### src/rtl/decode_hazard_forward_unit_pkg.sv
// decode_hazard_forward_unit_pkg: forward-select codes, scoreboard entry type, register-width defaults and the register match helper
package decode_hazard_forward_unit_pkg;
  localparam int NB_REG_DEF = 5;
  localparam int NB_REG_MAX = 8;
  localparam logic [1:0] FWD_REGFILE = 2'd0;
  localparam logic [1:0] FWD_EX_MEM = 2'd1;
  localparam logic [1:0] FWD_MEM_WB = 2'd2;
  typedef struct packed {
    logic valid;
    logic reg_write;
    logic mem_read;
    logic [NB_REG_MAX-1:0] write_reg;
  } sb_entry_t;
  function automatic logic match(input sb_entry_t e, input logic [NB_REG_MAX-1:0] r);
    return e.valid && e.reg_write && (e.write_reg == r) && (r != '0);
  endfunction
endpackage

### src/rtl/decode_hazard_forward_unit_match.sv
// hazard_match_logic: per-operand stall request and decode forward select (sb = EX/MEM/WB scoreboard, r/use_r/decode_use = operand info)
module hazard_match_logic
  import decode_hazard_forward_unit_pkg::*;
#(
  parameter int NB_REG = NB_REG_DEF,
  parameter int NB_SEL = 2,
  parameter int WB_FORWARD = 1
) (
  input  sb_entry_t [2:0]    sb,
  input  logic [NB_REG-1:0]  r,
  input  logic               use_r,
  input  logic               decode_use,
  output logic               stall_req,
  output logic [NB_SEL-1:0]  fwd
);
  logic [NB_REG_MAX-1:0] rx;
  assign rx = NB_REG_MAX'(r);
  always_comb begin
    stall_req = 1'b0;
    fwd = NB_SEL'(FWD_REGFILE);
    for (int k = 2; k >= 0; k--) begin
      if (use_r && match(sb[k], rx)) begin
        stall_req = stall_req || (k == 0 && (sb[k].mem_read || decode_use)) || (k == 1 && sb[k].mem_read && decode_use);
        if (k == 2) fwd = NB_SEL'(WB_FORWARD != 0 ? FWD_MEM_WB : FWD_REGFILE);
        if (k == 1) fwd = NB_SEL'(sb[k].mem_read ? FWD_REGFILE : FWD_EX_MEM);
      end
    end
  end
endmodule

### src/rtl/decode_hazard_forward_unit.sv
// decode_hazard_forward_unit: EX/MEM/WB scoreboard giving decode forward selects forward_A_o/forward_B_o and stall_o from ID operand info; HAZARD_STATS_EN adds saturating stall_count_o
module decode_hazard_forward_unit
  import decode_hazard_forward_unit_pkg::*;
#(
  parameter int NB_REG = NB_REG_DEF,
  parameter int NB_SEL = 2,
  parameter int WB_FORWARD = 1
) (
  input  logic              clock,
  input  logic              reset,
  input  logic              enable,
  input  logic              flush,
  input  logic              id_valid,
  input  logic [NB_REG-1:0] id_rs,
  input  logic [NB_REG-1:0] id_rt,
  input  logic              id_use_rs,
  input  logic              id_use_rt,
  input  logic              id_decode_use,
  input  logic              id_reg_write,
  input  logic              id_mem_read,
  input  logic [NB_REG-1:0] id_write_reg,
  output logic [NB_SEL-1:0] forward_A_o,
  output logic [NB_SEL-1:0] forward_B_o,
  output logic              stall_o
`ifdef HAZARD_STATS_EN
  ,
  output logic [31:0]       stall_count_o
`endif
);
  sb_entry_t [2:0] sb;
  sb_entry_t new_e;
  logic stall_a, stall_b;
  logic [NB_SEL-1:0] fwd_a, fwd_b;
  hazard_match_logic #(.NB_REG(NB_REG), .NB_SEL(NB_SEL), .WB_FORWARD(WB_FORWARD)) u_match_a (
    .sb(sb), .r(id_rs), .use_r(id_use_rs), .decode_use(id_decode_use), .stall_req(stall_a), .fwd(fwd_a)
  );
  hazard_match_logic #(.NB_REG(NB_REG), .NB_SEL(NB_SEL), .WB_FORWARD(WB_FORWARD)) u_match_b (
    .sb(sb), .r(id_rt), .use_r(id_use_rt), .decode_use(id_decode_use), .stall_req(stall_b), .fwd(fwd_b)
  );
  assign stall_o = id_valid && (stall_a || stall_b);
  assign forward_A_o = id_valid ? fwd_a : '0;
  assign forward_B_o = id_valid ? fwd_b : '0;
  assign new_e = (id_valid && !stall_o && !flush) ?
                 sb_entry_t'{valid: 1'b1, reg_write: id_reg_write, mem_read: id_mem_read, write_reg: NB_REG_MAX'(id_write_reg)} : '0;
  always_ff @(posedge clock) begin
    if (reset) sb <= '0;
    else if (enable) sb <= {sb[1:0], new_e};
  end
`ifdef HAZARD_STATS_EN
  always_ff @(posedge clock) begin
    if (reset) stall_count_o <= '0;
    else if (enable && stall_o && !(&stall_count_o)) stall_count_o <= stall_count_o + 32'd1;
  end
`endif
endmodule

### config.mk
export PLATFORM = sky130hd
export DESIGN_NAME = decode_hazard_forward_unit
export DESIGN_NICKNAME = d
export VERILOG_FILES = /design/src/rtl/decode_hazard_forward_unit_pkg.sv /design/src/rtl/decode_hazard_forward_unit_match.sv /design/src/rtl/decode_hazard_forward_unit.sv
export SDC_FILE = /design/constraint.sdc
export NUM_CORES = 1
export LEC_CHECK = 0
export CAP_MARGIN = 10
export CORE_ASPECT_RATIO = 1.4
export CORE_MARGIN = 3
export CORE_UTILIZATION = 44
export CTS_CLUSTER_DIAMETER = 120
export DETAILED_ROUTE_END_ITERATION = 8
export PLACE_DENSITY_LB_ADDON = 0.12
export REMOVE_ABC_BUFFERS = 1
export SYNTH_ARGS = -nofsm -noshare
export SYNTH_HDL_FRONTEND = slang
export SYNTH_SLANG_ARGS = --single-unit
export TNS_END_PERCENT = 1
### constraint.sdc
create_clock -name clock -period 1.79 [get_ports clock]
set_input_delay 0.179 -clock clock [delete_from_list [all_inputs] [get_ports clock]]
set_output_delay 0.179 -clock clock [all_outputs]
set_load 0.02 [all_outputs]
==> flow_metrics.tcl, run 1 <==
set metrics [dict create \
    reg2reg_from "sb[2]" \
    synth_warnings 0 \
    report.final.setup_viol 13 \
    global_route_wire_length_before_repair_um 6100 \
    timing.max_slew.rel_slack_pct 63.5 \
    grtUsageTotal_pct 23.0 \
    place.detailed.instances 217 \
    placedInstanceArea_mm2 0.00178 \
    layout_setup_ws_ps -343 \
    synthDistinctLibCells 24 \
    run_status "complete, but fails checks" \
    timing.final.crit_share_pct 119 \
    violations "setup timing" \
    clock_slew_at_the_register_clock_pins_of_the_worst_setup_and_hold_paths_ps 130 \
    hold_ws_ps 429 \
    cts_root_buffer "sky130_fd_sc_hd__clkbuf_4" \
    min_period_ps 2130 \
    cpMaxStageDelayCell "sky130_fd_sc_hd__or4_1" \
    total_power_uw 990 \
    cts_buffers 3 \
    largest_register_by_flop_count "sb" \
    multi_input_comb_area_um2 916 \
    reg2reg_depth 8 \
    cpPeakStageDelay_ps 410 \
    worst_skew_pair.late_latency_ps 330 \
    peakVddDrop_v 0.000478 \
    final_core_util_pct 74.3 \
    synth.cell_area_mm2 0.00125 \
    ant_nets 0 \
    critical_path.max_fanout 3 \
    clk_path_buf_depth 2 \
    achievable-frequency_ghz 0.469 \
    drt-total-wl_um 3860 \
    reg2reg_setup_slack_ps -190 \
    coreArea_mm2 0.00267 \
    post-route-drc-count 0 \
    fillers 205 \
    timing.final.max_slew_violations 0 \
    initial_antenna_violation_count 0 \
    cts.sinks 23 \
    crit_chain "xnor2_1, nand2_1, or4_1, nor4_1, buf_2" \
    yosysSeqAreaShare_pct 36.9 \
    arrival_time_of_the_worst_setup_path_ps 1950 \
    ctsHtreeMaxLevel 1 \
    cp_data_required_time_ps 1610 \
    detailedRoute.firstPassIterationCount 4 \
    rsz0062_at_grt "yes" \
    rr_endpoint "sb[4]" \
    synth.avg_cell_area_um2 9.75 \
    final-hold-violation-count 0 \
    drive_gt1_share_pct 40.4 \
    hold_path_class "input port to flip-flop" \
    power.density_cell_area_mw_per_mm2 499 \
    starting_utilization_of_the_core_area_pct 46.7 \
    port-buffer-count 29 \
    finClkSkew_ps 3.52 \
    floorplan.die.width_um 51 \
    route.vias.total 1217 \
    num_antenna_cells 0 \
    finalNonFillerCells 224 \
    cp-end-kind "output pin" \
    drtIter0Drc 31 \
    ys_seq_elements 23 \
    drt-vias-per-instance 5.43 \
    instance_count_along_the_most_critical_hold_path 2 \
    design.die.area_mm2 0.00352 \
    first_global_vias 1353 \
    flip_flop_count_of_the_largest_register_all_copies_and_words_added 23 \
    regArea_um2 487 \
    crit_type "flip-flop to output pin" \
    number_of_nets_at_the_end_of_the_flow 214 \
    place_ws_ps -912 \
    stdcell_area_mm2 0.00198 \
    cts_tree "done" \
    finalSetupTns_ps -2640 \
    routabilityCongestion 0.889 \
    wl_per_cell_um 17.2 \
    placement_rows 22 \
    leakagePower_nw 0.847 \
    grt_max_degree 17 \
    io_pins 30 \
    gr-total-overflow 0 \
    largestRegisters "sb (23)" \
    die_height_um 69 \
    worstHoldEndpoint "sb[3]" \
    synthCells 128 \
    cp-start-kind "flip-flop" \
    detailedPlacementHpwl_um 2610 \
    layout_commonest_cell "sky130_fd_sc_hd__buf_4" \
    max_cap_violations 0 \
    layout_common_cells "sky130_fd_sc_hd__buf_4, sky130_fd_sc_hd__nor2_1, sky130_fd_sc_hd__mux2i_1" \
    worstHoldStart "id_write_reg[3]" \
    syn_to_final_growth_pct 59.0 \
    tightestPinTransition_ps 545 \
]
==> worst max-delay path: cells and delay by family, from the launching register on <==
kind          cells  cell delay [ps]
simple gates      3              840
flops             1              370
buf+inv           1              230
xor+xnor          1              190
==> power by group <==
group / switching, mW / total, mW / internal, mW / leakage, nW
clock: 0.168 / 0.253 / 0.0842 / 0.0177
combinational: 0.0902 / 0.210 / 0.120 / 0.636
sequential: 0.0121 / 0.527 / 0.515 / 0.193
total: 0.271 / 0.990 / 0.719 / 0.847
==> worst max path at each step <==
stage | from | endpoint | slack (ps)
finish | sb[25] | forward_A_o[1] | -340
global route | sb[11] | stall_o | -490
CTS | sb[2] | stall_o | -290
detailed placement | id_rs[1] | forward_A_o[1] | -910
global placement | id_rs[1] | forward_A_o[1] | -870
floorplan | sb[22] | forward_B_o[1] | -90
==> final cells by class <==
cell class | count | share of cell area (%)
clock buffer | 3 | 1.14
clock inverter | 1 | 0.252
multi-input combinational | 101 | 46.2
sequential | 23 | 24.5
tap | 36 | 2.27
timing repair buffer | 60 | 25.6
==> cell usage after synthesis <==
cell type                  number  area [um2]
sky130_fd_sc_hd__xnor2_1       24         210
sky130_fd_sc_hd__dfxtp_1       23         460
sky130_fd_sc_hd__nor2_1        17        63.8
sky130_fd_sc_hd__mux2i_1       15         150
sky130_fd_sc_hd__a22o_1         8        70.1
sky130_fd_sc_hd__xor2_1         6        52.6
sky130_fd_sc_hd__nand3_1        5        25.0
sky130_fd_sc_hd__nand4_1        4        25.0
sky130_fd_sc_hd__or4_1          4        30.0
sky130_fd_sc_hd__clkbuf_1       3        11.3
sky130_fd_sc_hd__and3b_1        2        17.5
sky130_fd_sc_hd__nand2_1        2        7.51
sky130_fd_sc_hd__nor4_1         2        12.5
sky130_fd_sc_hd__o21ai_2        2        17.5
sky130_fd_sc_hd__or3_1          2        12.5
sky130_fd_sc_hd__a21o_1         1        7.51
sky130_fd_sc_hd__a21oi_1        1        5.00
sky130_fd_sc_hd__a311oi_4       1        26.3
sky130_fd_sc_hd__a31oi_1        1        6.26
sky130_fd_sc_hd__buf_1          1        3.75
sky130_fd_sc_hd__nor2b_1        1        6.26
sky130_fd_sc_hd__nor3_1         1        5.00
sky130_fd_sc_hd__nor3_2         1        10.0
sky130_fd_sc_hd__or4bb_1        1        11.3
==> logic make-up after synthesis <==
| logic type | count (synthesis) | synth area share (%) |
|---|---|---|
| AO/OA/AOI/OAI | 14 | 10.6 |
| XOR/XNOR | 30 | 21.1 |
| buffers and inverters | 4 | 1.20 |
| flip-flops | 23 | 36.9 |
| multiplexers | 15 | 12.0 |
| AND/OR/NAND/NOR | 42 | 18.2 |
==> per-layer routing <==
| metal | GRT usage [%] | vias up | part of all wire (%) |
|---|---|---|---|
| li1 | - | 582 | - |
| met1 | 23.5 | 580 | 39 |
| met2 | 42.3 | 37 | 54 |
| met3 | 4.10 | 18 | 3.3 |
| met4 | 11.7 | 0 | 4.0 |
| met5 | 0 | - | 0 |
==> what timing repair did <==
item,4_1_cts,5_1_grt
hold buffers,0,0
gates resized for setup,76,4
pin swaps,19,8
endpoints found under the setup margin,13,13
buffers inserted,3,0
Power figures use the tool's default switching activity.
==> run 2, diff against run 1 <==
--- a/config.mk
+++ b/config.mk
@@ -7,13 +7,13 @@
 export LEC_CHECK = 0
 export CAP_MARGIN = 10
 export CORE_ASPECT_RATIO = 1.4
-export CORE_MARGIN = 3
-export CORE_UTILIZATION = 44
+export CORE_UTILIZATION = 46
 export CTS_CLUSTER_DIAMETER = 120
 export DETAILED_ROUTE_END_ITERATION = 8
 export PLACE_DENSITY_LB_ADDON = 0.12
 export REMOVE_ABC_BUFFERS = 1
 export SYNTH_ARGS = -nofsm -noshare
 export SYNTH_HDL_FRONTEND = slang
+export SYNTH_HIERARCHICAL = 1
 export SYNTH_SLANG_ARGS = --single-unit
 export TNS_END_PERCENT = 1
==> flow_metrics.tcl, run 2 <==
set metrics [dict create \
    run_status "complete, but fails checks" \
    violations "setup timing" \
    critical_path.max_fanout 7 \
    timing.final.max_slew_violations 0 \
    detailedRoute.firstPassIterationCount 4 \
    io_pins 30 \
    fillers 224 \
    layout_setup_ws_ps -182 \
    cp_data_required_time_ps 2000 \
    instance_count_along_the_most_critical_hold_path 1 \
    reg2reg_setup_slack_ps 10 \
    rsz0062_at_grt "yes" \
    rr_endpoint "sb[3]" \
    cts_buffers 3 \
    grt_max_degree 26 \
    placedInstanceArea_mm2 0.00210 \
    layout_common_cells "sky130_fd_sc_hd__buf_4, sky130_fd_sc_hd__xnor2_1, sky130_fd_sc_hd__conb_1" \
    first_global_vias 1416 \
    cts_root_buffer "sky130_fd_sc_hd__clkbuf_8" \
    leakagePower_nw 0.904 \
    wl_per_cell_um 15.6 \
    holdBufCountCts 0 \
    placement_rows 23 \
    largest_register_by_flop_count "sb" \
    cp-end-kind "flip-flop" \
    grtUsageTotal_pct 25.5 \
    gr-total-overflow 0 \
    route.vias.total 1440 \
    initial_antenna_violation_count 0 \
    max_cap_violations 0 \
    number_of_nets_at_the_end_of_the_flow 264 \
    port-buffer-count 29 \
    reg2reg_from "sb[11]" \
    grt.busiest_layer "met2" \
    reg2reg_depth 7 \
    worst_skew_pair.late_latency_ps 260 \
    worstHoldStart "sb[0]" \
    coreArea_mm2 0.00294 \
    met3_usage_pct 3.51 \
    hold_ws_ps 517 \
    clk_path_buf_depth 2 \
    cts.repair_timing.setup_buffer_count 0 \
    floorplan.die.width_um 49.5 \
    num_antenna_cells 0 \
    routabilityCongestion 0.876 \
    stdcell_area_mm2 0.00223 \
    detailedPlacementHpwl_um 3140 \
    largestRegisters "sb (23)" \
    synth_warnings 6 \
    crit_type "input port to flip-flop" \
    die_height_um 68.5 \
    global_route.usage.met1_pct 29.2 \
    finClkSkew_ps 0.883 \
    report.final.setup_viol 12 \
    hold_path_class "flip-flop to flip-flop" \
    syn_to_final_growth_pct 53.2 \
    total_power_mw 1.09 \
    timing.final.crit_share_pct 110 \
    power.density_cell_area_mw_per_mm2 490 \
    global_route_wire_length_before_repair_um 6510 \
    layout_commonest_cell "sky130_fd_sc_hd__buf_4" \
    drtIter0Drc 33 \
    clock_slew_at_the_register_clock_pins_of_the_worst_setup_and_hold_paths_ps 80 \
    drt-vias-per-instance 5.24 \
    design.die.area_mm2 0.00339 \
    min_period_ps 1970 \
    synth.cell_area_mm2 0.00145 \
    drive_gt1_share_pct 34.9 \
    worstHoldEndpoint "sb[0]" \
    final-hold-violation-count 0 \
    globalRouteMet2Util_pct 48.6 \
    synth.avg_cell_area_um2 9.14 \
    post-route-drc-count 0 \
    peakVddDrop_v 0.000495 \
    synthCells 159 \
    drt-total-wl_um 4290 \
    cts_tree "done" \
    cts.sinks 23 \
    finalSetupTns_ps -1470 \
    arrival_time_of_the_worst_setup_path_ps 2180 \
    cp-start-kind "input port" \
    ctsHtreeMaxLevel 1 \
    achievable-frequency_ghz 0.507 \
    starting_utilization_of_the_core_area_pct 49.5 \
    flip_flop_count_of_the_largest_register_all_copies_and_words_added 23 \
    ant_nets 0 \
]
[run 2: cell count changes in the layout (fill, tap and decap cells not counted), sizes merged, moves of 4 or more]
cell	before	now
conb	0	18
buf	36	47
nand4b	0	9
a22o	8	0
dlygate4sd2	7	2
nand3	5	0
nor4	2	7
o2bb2ai	0	5
and2	0	4
nor3	2	6
nor3b	0	4
[run 2: worst max-delay path by stage]
stage	startpoint	to	depth (start not counted)
CTS	sb[4]	stall_o	6
floorplan	id_rt[1]	sb[3]	6
finish	id_rs[2]	sb[3]	8
detailed placement	id_rt[2]	stall_o	7
global placement	id_rt[1]	stall_o	7
global route	sb[11]	forward_A_o[1]	6
[run 2: final cells by class]
class / count / area, um2 / area share [%]
tap: 37 / 46.3 / 2.08
timing repair buffer: 65 / 539 / 24.2
clock inverter: 1 / 5.00 / 0.225
inverter: 2 / 7.51 / 0.337
sequential: 23 / 474 / 21.3
multi-input combinational: 144 / 1110 / 50.0
clock buffer: 3 / 41.3 / 1.85
[run 2: worst max-delay path: stages]
cell and delay [ps]:
sky130_fd_sc_hd__buf_6 90, sky130_fd_sc_hd__or4_4 540, sky130_fd_sc_hd__o211ai_1 260, sky130_fd_sc_hd__nor4_2 100, sky130_fd_sc_hd__o22a_1 230, sky130_fd_sc_hd__buf_4 140, sky130_fd_sc_hd__or3_4 420, sky130_fd_sc_hd__a2bb2o_4 210
[run 2: through the flow]
step	utilization (%)	cells	setup slack (ps)
floorplan	-	169	-87.7
global placement	71.5	271	-731
detailed placement	71.5	271	-754
CTS	73.4	275	-114
global route	75.9	275	-208
finish	75.9	275	-182
[run 2: repair_timing]
| action | CTS | global route |
|---|---|---|
| gates resized for setup | 70 | 14 |
| setup endpoints to repair | 13 | 13 |
| pin swaps | 16 | 6 |
[run 2: routing by layer]
metal / vias to the layer above / share of wire (%) / wire length [um]
met5: - / 0 / 0
met4: 0 / 1.1 / 49
met3: 6 / 2.8 / 120
met2: 32 / 55 / 2340
met1: 684 / 41 / 1770
li1: 718 / - / -
[run 2: where the power goes]
| part | internal, mW | switching [mW] |
|---|---|---|
| Sequential | 0.519 | 0.0100 |
| Clock | 0.155 | 0.165 |
| Combinational | 0.134 | 0.109 |
| Total | 0.808 | 0.284 |
==> run 3, diff against run 2 <==
--- a/config.mk
+++ b/config.mk
@@ -6,8 +6,10 @@
 export NUM_CORES = 1
 export LEC_CHECK = 0
 export CAP_MARGIN = 10
+export CELL_PAD_IN_SITES_DETAIL_PLACEMENT = 0
+export CELL_PAD_IN_SITES_GLOBAL_PLACEMENT = 1
 export CORE_ASPECT_RATIO = 1.4
-export CORE_UTILIZATION = 46
+export CORE_UTILIZATION = 35
 export CTS_CLUSTER_DIAMETER = 120
 export DETAILED_ROUTE_END_ITERATION = 8
 export PLACE_DENSITY_LB_ADDON = 0.12
==> flow_metrics.tcl, run 3 (synthesis results as in run 2) <==
set metrics [dict create \
    power.share.combinational_pct 21.8 \
    detailedRoute.firstPassIterationCount 4 \
    syn_to_final_growth_pct 53.4 \
    run_status "complete, but fails checks" \
    hold_ws_ps 494 \
    grtUsageTotal_pct 19.9 \
    finalSetupTns_ps -1040 \
    grt_max_degree 26 \
    first_global_vias 1506 \
    rsz0062_at_grt "yes" \
    io_pins 30 \
    drt-vias-per-instance 5.14 \
    global_route_wire_length_before_repair_um 6890 \
    routabilityCongestion 0.897 \
    place.detailed.instances 276 \
    final-hold-violation-count 0 \
    leakagePower_nw 0.896 \
    flip_flop_count_of_the_largest_register_all_copies_and_words_added 23 \
    initial_antenna_violation_count 0 \
    ant_nets 0 \
    reg2reg_setup_slack_ps -70 \
    worst_setup_path_startpoint "sb[13]" \
    wl_per_cell_um 15.0 \
    largest_register_by_flop_count "sb" \
    reg2reg_depth 8 \
    crit_type "flip-flop to output pin" \
    die_height_um 78.3 \
    placedInstanceArea_mm2 0.00210 \
    top_layer_used "met4" \
    reg2reg_from "sb[11]" \
    timing.final.max_slew_violations 0 \
    peakVddDrop_v 0.000456 \
    cts_tree "done" \
    rr_endpoint "sb[3]" \
    stdcell_area_mm2 0.00223 \
    starting_utilization_of_the_core_area_pct 36.8 \
    worstHoldEndpoint "sb[9]" \
    cts_root_buffer "sky130_fd_sc_hd__clkbuf_8" \
    number_of_nets_at_the_end_of_the_flow 265 \
    instance_count_along_the_most_critical_hold_path 3 \
    detailedPlacementHpwl_um 3310 \
    clock_slew_at_the_register_clock_pins_of_the_worst_setup_and_hold_paths_ps 80 \
    coreArea_mm2 0.00395 \
    worstHoldStart "id_reg_write" \
    net_switching_power_of_the_design_uw 286 \
    placement_rows 27 \
    detailroute.wirelength.met2_um 2240 \
    cp-end-kind "output pin" \
    largestRegisters "sb (23)" \
    layout_commonest_cell "sky130_fd_sc_hd__buf_4" \
    max_cap_violations 0 \
    drive_gt1_share_pct 33.1 \
    post-route-drc-count 0 \
    p_seq_share_pct 48.3 \
    route.layer.met1.wl_um 1790 \
    port-buffer-count 29 \
    met3WireLength_um 110 \
    worst_skew_pair.late_latency_ps 260 \
    clk_path_buf_depth 2 \
    cp_data_required_time_ps 1610 \
    hold_path_class "input port to flip-flop" \
    clock_power_share_pct 29.9 \
    holdBufCountCts 0 \
    timing.final.crit_share_pct 107 \
    switching_fraction_of_total_power_pct 26.2 \
    critical_path.max_fanout 3 \
    violations "setup timing" \
    drt-total-wl_um 4230 \
    arrival_time_of_the_worst_setup_path_ps 1740 \
    num_antenna_cells 0 \
    finalNonFillerCells 282 \
    place_ws_ps -792 \
    cts_buffers 3 \
    layout_common_cells "sky130_fd_sc_hd__buf_4, sky130_fd_sc_hd__xnor2_1, sky130_fd_sc_hd__conb_1" \
    achievable-frequency_ghz 0.522 \
    ctsHtreeMaxLevel 1 \
    design.die.area_mm2 0.00442 \
    min_period_ps 1920 \
    floorplan.die.width_um 56.5 \
    drtIter0Drc 22 \
    power.density_cell_area_mw_per_mm2 488 \
    route.vias.total 1450 \
    intPower_uw 803 \
    cts.sinks 23 \
    gr-total-overflow 0 \
    report.final.setup_viol 12 \
    fillers 376 \
    cp-start-kind "flip-flop" \
    finClkSkew_ps 1.39 \
    total_power_mw 1.09 \
    layout_setup_ws_ps -127 \
    final_core_util_pct 56.4 \
]
-- run 3: cell types whose count changed in the layout (fill, tap and decap cells not counted), sizes merged --
cell	previous run	this run
clkdlybuf4s15	2	1
buf	47	49
-- run 3: repair_timing --
action / 4_1_cts / 5_1_grt
pin swaps: 17 / 7
setup endpoints to repair: 13 / 13
resized for setup: 76 / 8
buffers inserted: 2 / 0
-- run 3: how the worst max path moves through the flow --
stage / to / slack, ps / depth (start not counted)
3_3_place_gp: stall_o / -750 / 7
5_1_grt: stall_o / -230 / 6
6_report: forward_B_o[1] / -130 / 6
3_5_place_dp: stall_o / -790 / 7
4_1_cts: forward_A_o[1] / -160 / 6
2_1_floorplan: sb[3] / -90 / 6
-- run 3: worst max-delay path, stage by stage (launching register included) --
cell and delay, ps:
sky130_fd_sc_hd__dfxtp_1 410, sky130_fd_sc_hd__xnor2_1 130, sky130_fd_sc_hd__nand2_1 110, sky130_fd_sc_hd__or3_4 390, sky130_fd_sc_hd__nor3b_1 140, sky130_fd_sc_hd__and2_1 160
sky130_fd_sc_hd__buf_6 130
-- run 3: cell type report --
class                           instances  area, um2  share of cell area (%)
Sequential cell                        23        477                    21.4
Timing Repair Buffer                   66        543                    24.4
Multi-Input combinational cell        144       1100                    49.4
Inverter                                2       7.51                   0.337
Clock inverter                          1       5.00                   0.224
Tap cell                               43       53.8                    2.41
Clock buffer                            3       41.3                    1.85
-- run 3: layer usage --
layer,track usage (%),vias to the layer above
met3,1.98,8
li1,-,722
met2,36.1,32
met5,0,-
met1,23.0,688
met4,9.27,0
-- run 3: power by group through the flow --
stage | Clock, mW | Sequential, mW | Combinational (mW)
floorplan | 0 | 0.539 | 0.0792
global placement | 0 | 0.541 | 0.226
detailed placement | 0 | 0.541 | 0.230
CTS | 0.343 | 0.527 | 0.231
global route | 0.358 | 0.528 | 0.254
finish | 0.325 | 0.526 | 0.238
